<file path="src/rtl/inst_mem_loader.sv">
// Boot-time program loader: turns a UART byte stream (word count N, then N
// little-endian words) into write pulses on the instruction memory port.
module inst_mem_loader #(
  parameter int ADDR_W    = 10,
  parameter int BASE_ADDR = 0,
  parameter int MAX_WORDS = 1024
) (
  input  logic              clk,
  input  logic              rst,
  input  logic              start,
  input  logic              rx_valid,
  input  logic [7:0]        rx_data,
  output logic              rx_ready,
  output logic              mem_we,
  output logic [ADDR_W-1:0] mem_waddr,
  output logic [31:0]       mem_wdata,
  output logic              busy,
  output logic              done,
  output logic              err,
  output logic [ADDR_W:0]   words_loaded
);

  typedef enum logic [2:0] {IDLE, LEN, DATA, DONE, ERR} state_t;

  localparam logic [ADDR_W-1:0] BASE_A = ADDR_W'(BASE_ADDR);

  state_t            state;
  logic [1:0]        byte_cnt;
  logic [23:0]       shift_reg;
  logic [ADDR_W:0]   word_total;
  logic              accept;
  logic              word_done;
  logic [31:0]       word;

  // The fourth byte is used straight off the bus, so only three are stored.
  assign rx_ready  = (state == LEN) || (state == DATA);
  assign busy      = (state == LEN) || (state == DATA);
  assign accept    = rx_valid && rx_ready;
  assign word_done = accept && (byte_cnt == 2'd3);
  assign word      = {rx_data, shift_reg};

  always_ff @(posedge clk or posedge rst) begin
    if (rst) begin
      state        <= IDLE;
      byte_cnt     <= 2'd0;
      shift_reg    <= 24'd0;
      word_total   <= '0;
      mem_we       <= 1'b0;
      mem_waddr    <= '0;
      mem_wdata    <= 32'd0;
      done         <= 1'b0;
      err          <= 1'b0;
      words_loaded <= '0;
    end else begin
      mem_we <= 1'b0;
      if (accept) begin
        byte_cnt <= byte_cnt + 2'd1;
        case (byte_cnt)
          2'd0:    shift_reg[7:0]   <= rx_data;
          2'd1:    shift_reg[15:8]  <= rx_data;
          2'd2:    shift_reg[23:16] <= rx_data;
          default: ;
        endcase
      end
      case (state)
        IDLE, DONE, ERR: begin
          if (start) begin
            state        <= LEN;
            done         <= 1'b0;
            err          <= 1'b0;
            words_loaded <= '0;
            byte_cnt     <= 2'd0;
          end else if (state == DONE) begin
            // Covers the final data write, whose done follows one cycle later.
            done <= 1'b1;
          end
        end
        LEN: begin
          if (word_done) begin
            if (word == 32'd0) begin
              state <= DONE;
              done  <= 1'b1;
            end else if (word > 32'(MAX_WORDS)) begin
              state <= ERR;
              err   <= 1'b1;
            end else begin
              word_total <= word[ADDR_W:0];
              state      <= DATA;
            end
          end
        end
        DATA: begin
          if (word_done) begin
            mem_we       <= 1'b1;
            mem_wdata    <= word;
            mem_waddr    <= BASE_A + words_loaded[ADDR_W-1:0];
            words_loaded <= words_loaded + (ADDR_W+1)'(1);
            if (words_loaded + (ADDR_W+1)'(1) == word_total)
              state <= DONE;
          end
        end
        default: state <= IDLE;
      endcase
    end
  end

endmodule

</file>
<file path="config.mk">
export PLATFORM = sky130hd
export DESIGN_NAME = inst_mem_loader
export DESIGN_NICKNAME = d
export VERILOG_FILES = /design/src/rtl/inst_mem_loader.sv
export SDC_FILE = /design/constraint.sdc
export NUM_CORES = 1
export LEC_CHECK = 0
export CORE_ASPECT_RATIO = 1.2
export CORE_MARGIN = 3
export CORE_UTILIZATION = 25
export CTS_CLUSTER_SIZE = 24
export DETAILED_ROUTE_END_ITERATION = 6
export PLACE_DENSITY = 0.47
export SYNTH_ARGS = -nofsm -noshare
export SYNTH_HDL_FRONTEND = slang
export SYNTH_SLANG_ARGS = --single-unit
</file>
<file path="constraint.sdc">
create_clock -name clk -period 5.1 [get_ports clk]
set_input_delay 1.53 -clock clk [delete_from_list [all_inputs] [get_ports clk]]
set_output_delay 1.53 -clock clk [all_outputs]
set_load 0.01 [all_outputs]
</file>
==> metrics.cfg <==
[status]
status=finished, final reports clean

[critical_path]
ff2ff_setup_slack_ns=2.55
reg2reg_from=words_loaded[0]
arrival_ns=2.17
worstSetupEndpointType=output pin
path_class=flip-flop to output pin
r2r_end=err
cp.required_ns=3.57
cp-start-kind=flip-flop
reg2reg_depth=7
critPathMaxFanout=8

[detailed_routing]
viasPerCell=4.49
via_count=3189
drtPass1Iterations=4
ant_nets=0
avgRoutedWirePerCell_um=15.3
wl_um=10900
drc=0
dr.first_iter.drc_count=136

[clock_network]
cts_resized=0
insertion_delay_ns=0.36
holdBufCountCts=0
cts_htree_levels=3
cts-buffers-inserted=9
clk_pin_slew_worst_paths_ns=0.07
cts.sinks=96
post_cts_buffers=0
clock_path_buffers=2
root_buffer=clkbuf_16
tritoncts=yes

[placement]
place.gp.congestion=0.792
io_buffers=69
dp_hpwl_um=7660
pre_cts_ws_ns=1.18

[final_layout]
final_nets=510
n_antenna_cell=0
area_growth_pct=27.6
nFillCells=1657
drive_above_1_share_pct=12.2
largest_register_ffs=32

[yosys]
yosysWarnings=0
yosysTopAreaCell=dfrtp_1
ys_ff_latch=96
synth-edff-count=0
avgSynthCellArea_um2=9.95
syn_nets=449
yosys.area.top_type_share_pct=55.9
synth-seq-area-share_pct=55.9
syn_area_um2=4300
ys.flop_type=dfrtp_1
async_reset_ff_share_pct=100
synth_most_common_cell=nand2_1
synth_common_cells=nand2_1 (153), dfrtp_1 (96), mux2_2 (35)
ys_types=42
ys_top_cells_by_area=dfrtp_1 (56%), nand2_1 (13%), mux2_2 (9.2%), xnor2_1 (2.6%), o21ai_0 (1.5%)
netlist_instances=432

[sta]
period_needed_ns=3.70
worst_slack_ns=1.40
grt_setup_unrepaired=no
min_period_over_period_pct=72.5
setup_violations=0
final.setup.tns_ns=0
maxSlewHeadroom_pct=45.8
finalHoldViolations=0
max_clock_freq_mhz=270
worst_pin_slew_ns=0.810
drv_slew=0
clock_skew_ns=0.0110

[floorplan]
start_util_pct=26.0
die_h_um=150
fp.dieArea_um2=18800
coreArea_um2=16500
die_x_um=126
design.portCount=70
floorplan.rows=51

[power_and_ir_drop]
p_per_area_nw_per_um2=370
p_leak_nw=2.57
peakVddDrop_mv=0.166

[global_routing]
gr-total-overflow=0
antenna_found_initial=0
grt_first_pass_wirelength_um=17700
grt_use_total_pct=12.0
grt_max_degree=60
grt_pass1_vias=3218

[min_path]
whs_path_depth=2
hold_end=mem_waddr[1]
min_path_type=flip-flop to flip-flop
hold_start=mem_waddr[1]

[flow_run]
drv_cap=0

worst max-delay path by stage:
stage               start       endpoint  slack (ns)
2_1_floorplan         rst    byte_cnt[0]        1.06
3_3_place_gp   rx_data[7]  word_total[4]        1.29
3_5_place_dp   rx_data[7]  word_total[2]        1.18
4_1_cts          state[1]           busy        1.30
5_1_grt          state[1]       rx_ready        1.20
6_report         state[1]           busy        1.40
where the power goes:
part	internal, mW	switching (mW)	total (mW)
Sequential	0.870	0.130	1.00
Clock	0.387	0.317	0.704
Combinational	0.173	0.156	0.329
Total	1.43	0.603	2.03
layout by cell type (no fill, tap or decap), types with 3 or more instances in the layout:
master           instances
mux2_2                  35
nand2_1                153
or3_1                    3
inv_1                    9
buf_4                    4
nand4_1                  6
dfrtp_1                 96
clkdlybuf4s50_1         69
clkbuf_16                9
o21ai_0                 13
nor2_1                  12
xor2_1                   6
nand3_1                 10
nor3_1                   4
a21oi_1                  5
nor4_1                   6
xnor2_1                 13
nor2b_1                  3
ha_1                     5
kinds of logic after synthesis:
| family | share of synthesized area (%) |
|---|---|
| xor+xnor | 3.87 |
| fa+ha+maj | 1.45 |
| flops | 55.9 |
| simple gates | 20.0 |
| mux | 9.63 |
| compound gates | 5.85 |
| buf+inv | 3.38 |
critical path, cell delays in order (launching register included):
cell             delay [ns]
dfrtp_1                0.45
inv_1                  0.18
nand2_1                0.07
a21oi_1                0.47
clkdlybuf4s50_1        0.64
layer usage:
layer	part of all wire (%)	GRT usage, %
met3	3.8	2.71
met2	48	19.8
met4	1.8	4.93
met1	46	15.2
met5	0	0
final cells by class:
class | instances | area [µm²] | area share [%]
repair buffers | 73 | 721 | 13.1
multi-input cells | 303 | 1750 | 32.0
inverters | 10 | 40.0 | 0.730
clock buffers | 9 | 225 | 4.10
well taps | 212 | 265 | 4.83
flip-flops and latches | 96 | 2400 | 43.8
clock inverters | 7 | 80.1 | 1.46
stage by stage:
stage	hold WS, ns	total power, mW	instances	area, µm²	util, %
global placement	0.461	1.35	694	5180	31.4
CTS	0.482	2.07	710	5490	33.2
floorplan	0.456	1.21	432	4300	-
global route	0.503	2.15	710	5490	33.2
detailed placement	0.461	1.35	694	5180	31.4
finish	0.477	2.03	710	5490	33.2
Power figures use the tool's default switching activity.
